## src/rtl/cordic_job_arbiter.sv

```systemverilog
// cordic_job_arbiter: shares one CORDIC controller between p_NUM_REQ requesters.
// Jobs are accepted round-robin over per-requester valid/ready, issued to the
// controller with a one-cycle start, and results are returned to the granted
// requester over valid/ready once the controller writes back "ready".
//
// Ports:
//   clk, rst (async, active-low)
//   req_valid/req_ready       : per-requester job handshake (ready is combinational)
//   req_x/y/z, req_ctrl       : packed per-requester operands / control low half
//   rsp_valid/rsp_ready       : per-requester result handshake
//   rsp_x/y/z, rsp_flags      : shared result bus, controller flags at completion
//   rsp_timeout               : job was force-stopped by the watchdog
//   cor_*                     : controller bus (operands, control in/out, write enable, results)
//   busy, grant_id            : arbiter status
//
// Optional: define CORDIC_ARB_WATCHDOG_EN to force the controller's stop bit
// once a job has spent p_TIMEOUT cycles waiting for completion.
module cordic_job_arbiter #(
    parameter int unsigned p_WIDTH    = 32,
    parameter int unsigned p_NUM_REQ  = 4,
    parameter int unsigned p_ID_WIDTH = 2,
    parameter int unsigned p_TIMEOUT  = 64
) (
    input  logic                         clk,
    input  logic                         rst,
    input  logic [p_NUM_REQ-1:0]         req_valid,
    output logic [p_NUM_REQ-1:0]         req_ready,
    input  logic [p_NUM_REQ*p_WIDTH-1:0] req_x,
    input  logic [p_NUM_REQ*p_WIDTH-1:0] req_y,
    input  logic [p_NUM_REQ*p_WIDTH-1:0] req_z,
    input  logic [p_NUM_REQ*16-1:0]      req_ctrl,
    output logic [p_NUM_REQ-1:0]         rsp_valid,
    input  logic [p_NUM_REQ-1:0]         rsp_ready,
    output logic [p_WIDTH-1:0]           rsp_x,
    output logic [p_WIDTH-1:0]           rsp_y,
    output logic [p_WIDTH-1:0]           rsp_z,
    output logic [15:0]                  rsp_flags,
    output logic                         rsp_timeout,
    output logic [p_WIDTH-1:0]           cor_x_in,
    output logic [p_WIDTH-1:0]           cor_y_in,
    output logic [p_WIDTH-1:0]           cor_z_in,
    output logic [31:0]                  cor_ctrl_in,
    input  logic [31:0]                  cor_ctrl_out,
    input  logic                         cor_ctrl_we,
    input  logic [p_WIDTH-1:0]           cor_x_res,
    input  logic [p_WIDTH-1:0]           cor_y_res,
    input  logic [p_WIDTH-1:0]           cor_z_res,
    output logic                         busy,
    output logic [p_ID_WIDTH-1:0]        grant_id
);

    localparam logic [p_NUM_REQ-1:0]  ONE_HOT = p_NUM_REQ'(1);
    localparam logic [p_ID_WIDTH-1:0] LAST_ID = p_ID_WIDTH'(p_NUM_REQ - 1);

    typedef enum logic [1:0] {IDLE, ISSUE, WAIT, RESPOND} state_t;

    state_t                  state;
    state_t                  stateNext;
    logic [p_ID_WIDTH-1:0]   rrPtr;
    logic [p_ID_WIDTH-1:0]   winner;
    logic                    winnerFound;
    logic                    accept;
    logic                    complete;
    logic                    handshake;
    logic                    wdStop;
    logic [p_WIDTH-1:0]      jobX;
    logic [p_WIDTH-1:0]      jobY;
    logic [p_WIDTH-1:0]      jobZ;
    logic [15:0]             jobCtrl;
    logic                    unusedBits;

    // Round-robin search: first valid requester at or above the pointer, wrapping.
    always_comb begin
        int unsigned idx;
        winnerFound = 1'b0;
        winner      = '0;
        idx         = 0;
        for (int unsigned k = 0; k < p_NUM_REQ; k++) begin
            idx = (32'(rrPtr) + k) % p_NUM_REQ;
            if (!winnerFound && req_valid[p_ID_WIDTH'(idx)]) begin
                winnerFound = 1'b1;
                winner      = p_ID_WIDTH'(idx);
            end
        end
    end

    // State register.
    always_ff @(posedge clk or negedge rst) begin
        if (!rst) state <= IDLE;
        else      state <= stateNext;
    end

    // Next-state logic and handshake strobes. The start-acknowledge write-back
    // (we=1, ready=0) is not a completion.
    always_comb begin
        stateNext = state;
        accept    = 1'b0;
        complete  = 1'b0;
        handshake = 1'b0;
        case (state)
            IDLE: begin
                if (winnerFound) begin
                    accept    = 1'b1;
                    stateNext = ISSUE;
                end
            end
            ISSUE: stateNext = WAIT;
            WAIT: begin
                if (cor_ctrl_we && cor_ctrl_out[16]) begin
                    complete  = 1'b1;
                    stateNext = RESPOND;
                end
            end
            RESPOND: begin
                if (rsp_ready[grant_id]) begin
                    handshake = 1'b1;
                    stateNext = IDLE;
                end
            end
            default: stateNext = IDLE;
        endcase
    end

    // Job capture, result capture and pointer update.
    always_ff @(posedge clk or negedge rst) begin
        if (!rst) begin
            jobX      <= '0;
            jobY      <= '0;
            jobZ      <= '0;
            jobCtrl   <= '0;
            grant_id  <= '0;
            rrPtr     <= '0;
            rsp_valid <= '0;
            rsp_x     <= '0;
            rsp_y     <= '0;
            rsp_z     <= '0;
            rsp_flags <= '0;
        end else begin
            if (accept) begin
                jobX     <= req_x[32'(winner)*p_WIDTH +: p_WIDTH];
                jobY     <= req_y[32'(winner)*p_WIDTH +: p_WIDTH];
                jobZ     <= req_z[32'(winner)*p_WIDTH +: p_WIDTH];
                jobCtrl  <= req_ctrl[32'(winner)*16 +: 16];
                grant_id <= winner;
            end
            if (complete) begin
                rsp_valid <= ONE_HOT << grant_id;
                rsp_x     <= cor_x_res;
                rsp_y     <= cor_y_res;
                rsp_z     <= cor_z_res;
                rsp_flags <= cor_ctrl_out[31:16];
            end
            if (handshake) begin
                rsp_valid <= '0;
                rrPtr     <= (grant_id == LAST_ID) ? '0 : grant_id + p_ID_WIDTH'(1);
            end
        end
    end

`ifdef CORDIC_ARB_WATCHDOG_EN
    localparam int unsigned WD_W = $clog2(p_TIMEOUT + 1);

    logic [WD_W-1:0] wdCnt;

    assign wdStop = (state == WAIT) && (wdCnt == WD_W'(p_TIMEOUT));

    // Wait-cycle counter, saturating at the timeout; result flag per job.
    always_ff @(posedge clk or negedge rst) begin
        if (!rst) begin
            wdCnt       <= '0;
            rsp_timeout <= 1'b0;
        end else begin
            if (state == ISSUE)              wdCnt <= '0;
            else if (state == WAIT && !wdStop) wdCnt <= wdCnt + WD_W'(1);
            if (accept)        rsp_timeout <= 1'b0;
            else if (complete) rsp_timeout <= wdStop;
        end
    end

    assign unusedBits = ^{cor_ctrl_out[15:0], jobCtrl[1:0]};
`else
    assign wdStop      = 1'b0;
    assign rsp_timeout = 1'b0;
    assign unusedBits  = ^{cor_ctrl_out[15:0], jobCtrl[1:0], 32'(p_TIMEOUT)};
`endif

    // Controller control word: start pulse in ISSUE, stop only from the watchdog.
    always_comb begin
        cor_ctrl_in = '0;
        if (state == ISSUE) cor_ctrl_in = {16'b0, jobCtrl[15:2], 1'b0, 1'b1};
        if (wdStop)         cor_ctrl_in[1] = 1'b1;
    end

    assign req_ready = (rst && state == IDLE && winnerFound) ? (ONE_HOT << winner) : '0;
    assign cor_x_in  = jobX;
    assign cor_y_in  = jobY;
    assign cor_z_in  = jobZ;
    assign busy      = (state != IDLE);

endmodule

```

## config.mk

```make
export PLATFORM = sky130hd
export DESIGN_NAME = cordic_job_arbiter
export DESIGN_NICKNAME = d
export VERILOG_FILES = /design/src/rtl/cordic_job_arbiter.sv
export SDC_FILE = /design/constraint.sdc
export NUM_CORES = 1
export LEC_CHECK = 0
export ABC_AREA = 1
export BUFFER_PORTS_ARGS = -buffer_cell sky130_fd_sc_hd__buf_2
export CORE_AREA = 2 2 330 332
export DETAILED_ROUTE_END_ITERATION = 10
export DIE_AREA = 0 0 332 334
export GPL_TIMING_DRIVEN = 0
export PLACE_DENSITY = 0.3
export SYNTH_ARGS = -nofsm -noshare
export SYNTH_HDL_FRONTEND = slang
export SYNTH_SLANG_ARGS = --single-unit
```

## constraint.sdc

```tcl
create_clock -name clk -period 5.3 [get_ports clk]
set_input_delay 0.265 -clock clk [delete_from_list [all_inputs] [get_ports clk]]
set_output_delay 0.265 -clock clk [all_outputs]
set_load 0.01 [all_outputs]
```

==> results of run 1 <==
## final cells by class
cell class,instances,area [um^2]
Tap cell,1414,1770
Antenna cell,8,20.0
Sequential cell,232,5810
Fill cell,12628,85700
Timing Repair Buffer,912,5190
Clock buffer,50,1030
Clock inverter,10,133
Buffer,165,823
Multi-Input combinational cell,1789,7170
Inverter,39,146
## worst register-to-register path, cell delays in order, from the launching register on
cell and delay, ns:
dfrtp_1 0.40, buf_4 0.19, nand2_1 0.11, nand3_1 0.08
nand2_1 0.13, a21oi_1 0.10, nand2_2 0.11, buf_2 0.61
clkbuf_1 0.76, nand3_1 0.16, nand2_1 0.11, nand2_1 0.14
nand2_1 0.12, nand2_1 0.12, nand2_1 0.12
## cell usage after synthesis, types with 7 or more instances
cell      number  area share [%]
buf_1         15            0.41
buf_2         55             2.0
nor2_1        11            0.30
nand2_2        7            0.32
clkbuf_1      59             1.6
buf_4         36             1.9
inv_1         34            0.92
nand3_1      226             8.1
ha_1           9            0.81
dfrtp_1      232              42
nand2_1     1489              40
## sequential cells by signal, summed over array words and instances (netlist names)
signal,count
cor_x_in,32
cor_y_in,32
cor_z_in,32
rsp_x,32
rsp_y,32
rsp_z,32
rsp_flags,16
jobCtrl,14
rsp_valid,4
grant_id,2
rrPtr,2
state,2
## power breakdown
group	total [mW]	switching (mW)	internal (mW)
logic	10.9	7.74	3.19
registers	3.07	0.456	2.61
clock network	2.47	1.00	1.46
total	16.5	9.20	7.26
## layer usage
layer  wire length, um  GRT usage (%)  up-vias
met3              6790           4.53      140
li1                  -              -     8677
met5               121              0        -
met2             45000           28.3      651
met4              3060           5.60       20
met1             38900           19.5     7991
## path summary, 6_finish.rpt
path	endpoint	cells after the start	from
worst max register to register	cor_x_in[10]	14	rrPtr[0]
min in group asynchronous	rsp_z[1]	2	rst
worst max-delay path	req_ready[0]	14	rrPtr[0]
max in group asynchronous	cor_z_in[22]	3	rst
worst min register to register	rsp_x[12]	2	rsp_x[12]
worst min-delay path	jobCtrl[11]	7	req_ctrl[43]
## cell families (layout without fill, tap and decap cells)
group	count (synthesis)	count (layout)	synth area share (%)
AO/OA/AOI/OAI	16	16	0.703
buffers and inverters	204	1176	6.98
adder cells (fa/ha/maj)	9	9	0.811
other	1	26	0.0270
flip-flops	232	232	41.8
AND/OR/NAND/NOR	1746	1746	49.7
## what timing repair did
action,in CTS,in global routing
resized for setup,0,0
hold buffers,114,0
endpoints found under the hold margin,193,0
==> out/results.ini, run 1 <==
[place]
dp_slack_ns = 1.85
dp_cells = 4437
globalplace.congestion = 0.868
place_area_um2 = 19800
portBuffers = 796
dp_hpwl_um = 75500

[sta]
fin_crit_sh_pct = 67.9
final-setup-viol-count = 0
worst_slack_ns = 1.70
worst_slew_pin_slew_ns = 0.911
hold_viol = 0
slew_violations = 0
max_freq_mhz = 278
setup_tns_ns = 0
relSlewSlack_pct = 39.3
holdWs_ns = 0.0620
fin_skew_ns = 0.0183
fin_crit_ns = 3.60
grt_setup_unrepaired = false

[setup_path]
crit_required_ns = 5.04
critPathSlowestCell = buf_2
path_cells = buf_4, nand2_1, nand3_1, nand2_1, inv_1, nand2_1, nor2_1, inv_1, nand2_2, inv_2, buf_2, nand2_1, nor3_1, buf_2
end_kind = primary output
timing_worst_setup_path_type = reg2out
cp.arrival_ns = 3.33
cp_common_cell = nand2_1
crit_path_max_fanout = 10
crit_path_max_incr_delay_ns = 0.44
cpLargestDelayFamily = simple AND/OR/NAND/NOR gates
reg2reg_slack_ns = 1.98
start_kind = register
path_buf_inv = 6

[cts]
tritoncts = built
cts.htree.levels = 2
numCtsBuffers = 36
root_buffer = clkbuf_16
clkLatencyLatePin_ns = 0.58
cts_setup_buffers = 0
path_clk_slew_ns = 0.06
clockBufferDepth = 3
numClockSinks = 232

[logic_synthesis]
synthCells = 2208
yosys_warnings = 0
ys.flop_type = dfrtp_1
synth_edf_count = 0
ys_types = 26
avgSynthCellArea_um2 = 6.29
ys_seq_elements = 232
seq_area_frac_synth_pct = 41.8
synth_area_um2 = 13900
async_flop_share_pct = 100

[global_route]
grt_pass1_vias = 18164
grt_max_degree = 83
grt_usage_pct = 16.4
grt_antenna_before_repair = 32
grt_overflow_total = 0
grt_pass1_wl_um = 130000

[die]
dieArea_um2 = 111000
core.rowCount = 121
core_um2 = 108000
initial_core_util_pct = 12.9
fp.dieW_um = 332
die_h_um = 334
pin_count = 839

[hold_path]
hold_class = in2reg

[routing]
wl_per_cell_um = 20.3
num_vias = 17479
ant_nets = 0
dr.pass1.iters = 5
drt_iter0_drc = 740
vias_per_cell = 3.78
drcViolationCount = 0
routed_wl_um = 93900

[layout]
fin_cells = 4619
final_common_cell = nand2_1
area_delta_synth_final_pct = 59.1
final_cell_mix = 1489 x nand2_1, 850 x buf_2, 232 x dfrtp_1
design_area_um2 = 22100
nNetsFinal = 3771
final_util_pct = 20.5
drive_above_1_share_pct = 30.1

[power]
peakVddDrop_uv = 354
cellLeakagePower_nw = 13.1
power_density_nw_per_um2 = 745
total_power_mw = 16.5

[run_status]
status = complete, no violations

[run]
maxCapViolCount = 0

(Power assumes the default switching activity.)
==> run 2, diff against run 1 <==
--- a/config.mk
+++ b/config.mk
@@ -11,7 +11,7 @@
 export DETAILED_ROUTE_END_ITERATION = 10
 export DIE_AREA = 0 0 332 334
 export GPL_TIMING_DRIVEN = 0
-export PLACE_DENSITY = 0.3
+export PLACE_DENSITY = 0.31
 export SYNTH_ARGS = -nofsm -noshare
 export SYNTH_HDL_FRONTEND = slang
 export SYNTH_SLANG_ARGS = --single-unit
==> constraint.sdc (replaced) <==
create_clock -name clk -period 3.25 [get_ports clk]
set_input_delay 0.1625 -clock clk [delete_from_list [all_inputs] [get_ports clk]]
set_output_delay 0.1625 -clock clk [all_outputs]
set_load 0.01 [all_outputs]
==> run 2 against run 1 <==
  * Die area did not move
  * Register-to-register slack got worse by 1.8 ns
  * Worst hold slack worse by 0.040 ns
  * Sequential cell count unchanged
  * First-iteration DRC count decreased by 11%
  * Via count is 4.7% higher
  * Cell count rose by 5.4%
  * Clock-buffer cell count down 1
  * Critical endpoint is now jobCtrl[11]
==> out/results.ini, run 2 (synthesis gave the netlist of run 1 again) <==
[run_status]
status = complete, no violations

[routing]
ant_nets = 0  ; unchanged
wl_per_cell_um = 19.4  ; -4.7%
drcViolationCount = 0  ; unchanged
vias_per_cell = 3.76  ; -0.62%
wl_met2_um = 44400  ; -1.2%
routed-wl-met3_um = 6350  ; -6.6%
top_layer = met5
num_vias = 18304  ; +4.7%
routed_wl_um = 94300  ; +0.41%
drt_iter0_drc = 656  ; -11%
dr.pass1.iters = 5  ; unchanged
drt-met1-wl_um = 40600  ; +4.3%

[setup_path]
timing_worst_setup_path_type = reg2reg
reg2reg_slack_ns = 0.22  ; -1.76 ns
start_kind = register
cp.arrival_ns = 3.54  ; +0.21 ns
crit_required_ns = 3.75  ; -1.29 ns
reg2reg_to = jobCtrl[11]
reg2regPathDepth = 16  ; +2
end_kind = register
crit_path_max_fanout = 10  ; unchanged
worstReg2RegStart = rrPtr[0]
worstSetupStartpoint = rrPtr[0]

[layout]
area_delta_synth_final_pct = 77.1
final_common_cell = nand2_1
final_cell_mix = 1488 x nand2_1, 843 x buf_2, 354 x dlygate4sd3_1
fin_cells = 4867  ; +5.4%
nNetsFinal = 4012  ; +6.4%
drive_above_1_share_pct = 28.1  ; -2.0 points
nFillCells = 12433  ; -1.5%
design_area_um2 = 24600  ; +11%

[power]
clockPowerShare_pct = 14.2  ; -0.8 points
p_comb_share_pct = 67.5  ; +1.1 points
p_switching_mw = 15.2  ; +65%
cellLeakagePower_nw = 14.1  ; +7.9%
internal_power_mw = 12.3  ; +69%
total_power_mw = 27.5  ; +67%
p_seq_share_pct = 18.3  ; -0.3 points
peakVddDrop_uv = 350  ; -0.96%
swShare_pct = 55.2  ; -0.67 points
power_density_nw_per_um2 = 1120  ; +50%

[sta]
setup_tns_ns = 0  ; unchanged
fin_crit_sh_pct = 93.4
final-setup-viol-count = 0  ; unchanged
slew_violations = 0  ; unchanged
fin_crit_ns = 3.03
worst_slew_pin_slew_ns = 0.803  ; -0.108 ns
hold_viol = 0  ; unchanged
relSlewSlack_pct = 46.5  ; +7.2 points
fin_skew_ns = 0.0237  ; +0.00533 ns
worst_slack_ns = 0.215  ; -1.49 ns
max_freq_mhz = 330
grt_setup_unrepaired = false

[die]
initial_core_util_pct = 12.9  ; unchanged
core_um2 = 108000  ; unchanged
core.rowCount = 121  ; unchanged
fp.dieW_um = 332  ; unchanged
dieArea_um2 = 111000  ; unchanged
pin_count = 839  ; unchanged
die_h_um = 334  ; unchanged

[hold_path]
hold_class = in2reg
hold_depth = 7  ; unchanged
hold_start = req_x[72]
min_to = cor_x_in[8]

[global_route]
grt_pass1_wl_um = 133000  ; +2.1%
grt_overflow_total = 0  ; unchanged
grt_usage_pct = 16.6  ; +0.19 points
grt_antenna_before_repair = 22  ; -31%
grt_pass1_vias = 19158  ; +5.5%
grt_max_degree = 93  ; +12%

[place]
place_area_um2 = 19800  ; unchanged
globalplace.congestion = 0.838  ; -3.5%
dp_slack_ns = -0.149  ; -2.00 ns
dp_cells = 4437  ; unchanged
dp_hpwl_um = 75600  ; +0.12%
portBuffers = 796  ; unchanged

[cts]
numClockSinks = 232  ; unchanged
root_buffer = clkbuf_16
clkLatencyLatePin_ns = 0.58  ; about the same
clockBufferDepth = 3  ; unchanged
cts.htree.levels = 2  ; unchanged
tritoncts = built
numCtsBuffers = 35  ; -2.8%
path_clk_slew_ns = 0.05  ; about the same

[run]
maxCapViolCount = 0  ; unchanged

-- run 2: cell count changes in the layout (fill, tap and decap cells not counted), moves of 2 or more --
cell           previous run  this run
dlygate4sd3_1           114       354
buf_2                   850       843
diode_2                   8        14
buf_6                     0         3
clkbuf_2                  0         3
clkbuf_8                  8         5
buf_12                    0         2
clkbuf_4                  0         2
-- run 2: what timing repair did --
| action | in CTS | in global routing |
|---|---|---|
| resized for setup | 14 | 17 |
| pin swaps | 1 | 2 |
| endpoints found under the setup margin | 8 | 7 |
| hold endpoints to repair | 275 | 0 |
| hold buffers | 354 | 0 |
| setup buffers | 1 | 2 |
-- run 2: worst max path at each step --
| stage | depth (start not counted) | slack (ns) | endpoint |
|---|---|---|---|
| 2_1_floorplan | 14 | 1.20 | req_ready[2] |
| 3_3_place_gp | 4 | -3.57 | req_ready[0] |
| 3_5_place_dp | 14 | -0.15 | cor_x_in[6] |
| 4_1_cts | 14 | 0.03 | cor_x_in[6] |
| 5_1_grt | 16 | 0.005 | cor_z_in[1] |
| 6_report | 16 | 0.22 | jobCtrl[11] |
-- run 2: metal layers --
| metal | vias up | GRT usage (%) |
|---|---|---|
| met3 | 116 | 4.48 |
| met1 | 8375 | 20.4 |
| met2 | 621 | 27.8 |
| li1 | 9178 | - |
| met5 | - | 0 |
| met4 | 14 | 5.57 |
-- run 2: area by class of cell --
type | count | area [um^2] | share of cell area [%]
repair buffers | 1155 | 7610 | 31.0
clock buffers | 49 | 978 | 3.98
diodes | 14 | 35.0 | 0.142
clock inverters | 11 | 149 | 0.605
flip-flops and latches | 232 | 5810 | 23.6
plain buffers | 164 | 881 | 3.58
inverters | 39 | 146 | 0.595
multi-input cells | 1789 | 7210 | 29.3
well taps | 1414 | 1770 | 7.19
-- run 2: per-stage QoR --
| stage | utilization, % | hold WS [ns] |
|---|---|---|
| detailed placement | 18.3 | 0.188 |
| global placement | 18.3 | 0.359 |
| CTS | 22.7 | 0.000173 |
| floorplan | - | -0.133 |
| finish | 22.8 | 0.0217 |
| global route | 22.8 | 0.0450 |
-- run 2: critical path: stages, from the launching register on --
cell           delay, ns
dfrtp_1             0.40
buf_4               0.19
nand2_1             0.07
nand2_1             0.07
nand2_1             0.10
nand2_1             0.07
nor2_2              0.14
nand3_1             0.10
nand2_2             0.15
clkbuf_1            0.59
nand3_1             0.14
nand2_1             0.11
dlygate4sd3_1       0.54
nand2_1             0.05
nand2_1             0.10
nand2_1             0.05
nand2_1             0.07
-- run 2: power groups by stage --
| stage | Combinational [mW] | Sequential, mW | Clock (mW) |
|---|---|---|---|
| 2_1_floorplan | 9.49 | 5.54 | 0 |
| 3_3_place_gp | 18.3 | 5.06 | 0 |
| 3_5_place_dp | 18.2 | 5.04 | 0 |
| 4_1_cts | 18.9 | 5.03 | 4.09 |
| 5_1_grt | 20.9 | 5.19 | 4.19 |
| 6_report | 18.5 | 5.03 | 3.89 |
==> run 3, diff against run 2 <==
--- a/config.mk
+++ b/config.mk
@@ -11,7 +11,7 @@
 export DETAILED_ROUTE_END_ITERATION = 10
 export DIE_AREA = 0 0 332 334
 export GPL_TIMING_DRIVEN = 0
-export PLACE_DENSITY = 0.31
+export PLACE_DENSITY = 0.3
 export SYNTH_ARGS = -nofsm -noshare
 export SYNTH_HDL_FRONTEND = slang
 export SYNTH_SLANG_ARGS = --single-unit
==> constraint.sdc (replaced) <==
create_clock -name clk -period 2.83 [get_ports clk]
set_input_delay 0.1415 -clock clk [delete_from_list [all_inputs] [get_ports clk]]
set_output_delay 0.1415 -clock clk [all_outputs]
set_load 0.01 [all_outputs]
==> run 3 against run 2 <==
  * Utilization up 1.2 points
  * Final area up 5.1%
  * Total power up 19%
  * Clock power up 19%
  * Global-route usage up 0.28 points
  * Sequential cell count unchanged
  * Critical endpoint is now req_ready[2]
  * Largest power group unchanged
  * Highest routed layer unchanged
==> out/results.ini, run 3 (synthesis gave the netlist of run 1 again) <==
[run_status]
status = complete, no violations

[routing]
dr.pass1.iters = 5  ; unchanged
wl_per_cell_um = 19.4  ; +0.40%
routed_wl_um = 96500  ; +2.3%
drcViolationCount = 0  ; unchanged
vias_per_cell = 3.79  ; +0.90%
ant_nets = 0  ; unchanged
num_vias = 18826  ; +2.9%
drt_iter0_drc = 746  ; +14%

[die]
initial_core_util_pct = 12.9  ; unchanged
fp.dieW_um = 332  ; unchanged
die_h_um = 334  ; unchanged
core_um2 = 108000  ; unchanged
core.rowCount = 121  ; unchanged
pin_count = 839  ; unchanged
dieArea_um2 = 111000  ; unchanged

[global_route]
grt_max_degree = 83  ; -11%
met2_usage_pct = 29.0  ; +1.1 points
grt_pass1_wl_um = 135000  ; +1.5%
grt_overflow_total = 0  ; unchanged
met3_usage_pct = 3.73  ; -0.75 points
grtUsageMet1_pct = 20.6  ; +0.24 points
grt.busiest_layer = met2
grt_pass1_vias = 19512  ; +1.8%
grt_usage_pct = 16.8  ; +0.28 points
grt_antenna_before_repair = 21  ; -4.5%

[layout]
multi_input_area_um2 = 7340  ; +1.8%
nFillCells = 12422  ; -0.088%
final_common_cell = nand2_1
drive_above_1_share_pct = 29.1  ; +1.0 points
regArea_um2 = 5810  ; about the same
area_delta_synth_final_pct = 86.2
final_cell_mix = 1472 x nand2_1, 835 x buf_2, 437 x dlygate4sd3_1
nNetsFinal = 4115  ; +2.6%

[sta]
hold_viol = 0  ; unchanged
final-setup-viol-count = 0  ; unchanged
fin_crit_ns = 2.72
max_freq_mhz = 368
holdWs_ns = 0.0347  ; +0.0131 ns
grt_setup_unrepaired = true
slew_violations = 0  ; unchanged
fin_skew_ns = 0.0213  ; -0.00240 ns
worst_slew_pin_slew_ns = 0.781  ; -0.0217 ns
setup_tns_ns = 0  ; unchanged
relSlewSlack_pct = 47.9  ; +1.4 points
fin_crit_sh_pct = 96.0

[setup_path]
cpLargestDelayFamily = simple AND/OR/NAND/NOR gates
cp.arrival_ns = 2.58  ; -0.96 ns
cp_common_cell = nor2_4
path_buf_inv = 4  ; +1
crit_path_max_incr_delay_ns = 0.44  ; -0.15 ns
start_kind = register
worstSetupStartpoint = rrPtr[0]
crit_required_ns = 2.69  ; -1.06 ns
end_kind = primary output
critPathSlowestCell = dfrtp_2
timing_worst_setup_path_type = reg2out
path_cells = buf_4, nand2_1, nand2_1, nand2_2, nand2_2, nor2_4, nand2_2, nor2_4, nor2_4, nor2_4, buf_12, buf_12, nor3_4, buf_2
crit_path_max_fanout = 4  ; -6
worstReg2RegStart = rrPtr[0]

[power]
peakVddDrop_uv = 669  ; +91%
cellLeakagePower_nw = 14.7  ; +4.0%
power_density_nw_per_um2 = 1270  ; +13%

[cts]
root_buffer = clkbuf_16
numCtsBuffers = 36  ; +2.9%
numClockSinks = 232  ; unchanged
clockBufferDepth = 3  ; unchanged
path_clk_slew_ns = 0.06  ; about the same
cts.htree.levels = 2  ; unchanged
tritoncts = built
clkLatencyLatePin_ns = 0.58  ; about the same

[place]
globalplace.congestion = 0.868  ; +3.6%
dp_hpwl_um = 75500  ; -0.12%
portBuffers = 796  ; unchanged

[hold_path]
hold_start = req_y[72]
hold_class = in2reg

[run]
maxCapViolCount = 0  ; unchanged

## run 3: cell count changes in the layout (fill, tap and decap cells not counted), sizes merged
cell	previous run	this run
clkinvlp	0	1
buf	904	922
clkbuf	110	112
diode	14	6
dlygate4sd3	354	437
clkinv	8	5
inv	40	41
## run 3: area by class of cell
type                    count  share of cell area, %
plain buffers             162                   3.75
clock inverters            10                  0.513
well taps                1414                   6.84
inverters                  39                  0.595
multi-input cells        1789                   28.4
flip-flops and latches    232                   22.5
diodes                      6                 0.0581
repair buffers           1259                   33.4
clock buffers              50                   4.00
## run 3: report_power, final
group	switching, mW	internal [mW]
clock	1.89	2.74
combinational	15.1	7.22
sequential	0.863	4.89
total	17.9	14.8
## run 3: what timing repair did
item,in CTS,in global routing
pin swaps,5,12
setup buffers,14,9
endpoints found under the setup margin,98,130
hold buffers,437,0
resized for setup,52,66
gates cloned,0,1
hold endpoints to repair,300,0
## run 3: worst reg2reg max path: cells and delay by family, from the launching register on
family | cells | cell delay, ns
flops | 1 | 0.44
compound gates | 1 | 0.05
simple gates | 11 | 1.05
buf+inv | 3 | 1.02
## run 3: stage by stage
stage | util [%] | worst slack, ns | power, mW | cell area [um^2] | cells
2_1_floorplan | - | 0.801 | 17.3 | 13900 | 2225
3_3_place_gp | 18.3 | -3.87 | 26.9 | 19700 | 4435
3_5_place_dp | 18.3 | -0.621 | 26.7 | 19800 | 4437
4_1_cts | 23.7 | -0.0480 | 33.2 | 25600 | 4947
5_1_grt | 24.0 | -0.0238 | 36.0 | 25800 | 4957
6_report | 24.0 | 0.113 | 32.7 | 25800 | 4961
## run 3: path summary, 6_finish.rpt
kind,endpoint,slack [ns],cells past startpoint
hold / removal,cor_y_in[8],0.03,7
setup / recovery,req_ready[2],0.11,14
min in group asynchronous,rsp_z[1],0.19,2
max in group asynchronous,cor_z_in[22],1.62,3
setup reg to reg,cor_x_in[27],0.21,15
hold reg to reg,rsp_x[12],0.47,2
## run 3: metal layers
metal | part of all wire (%) | vias up
met5 | 0.078 | -
met4 | 3.5 | 12
met3 | 5.9 | 132
met2 | 47 | 675
met1 | 43 | 8646
li1 | - | 9361
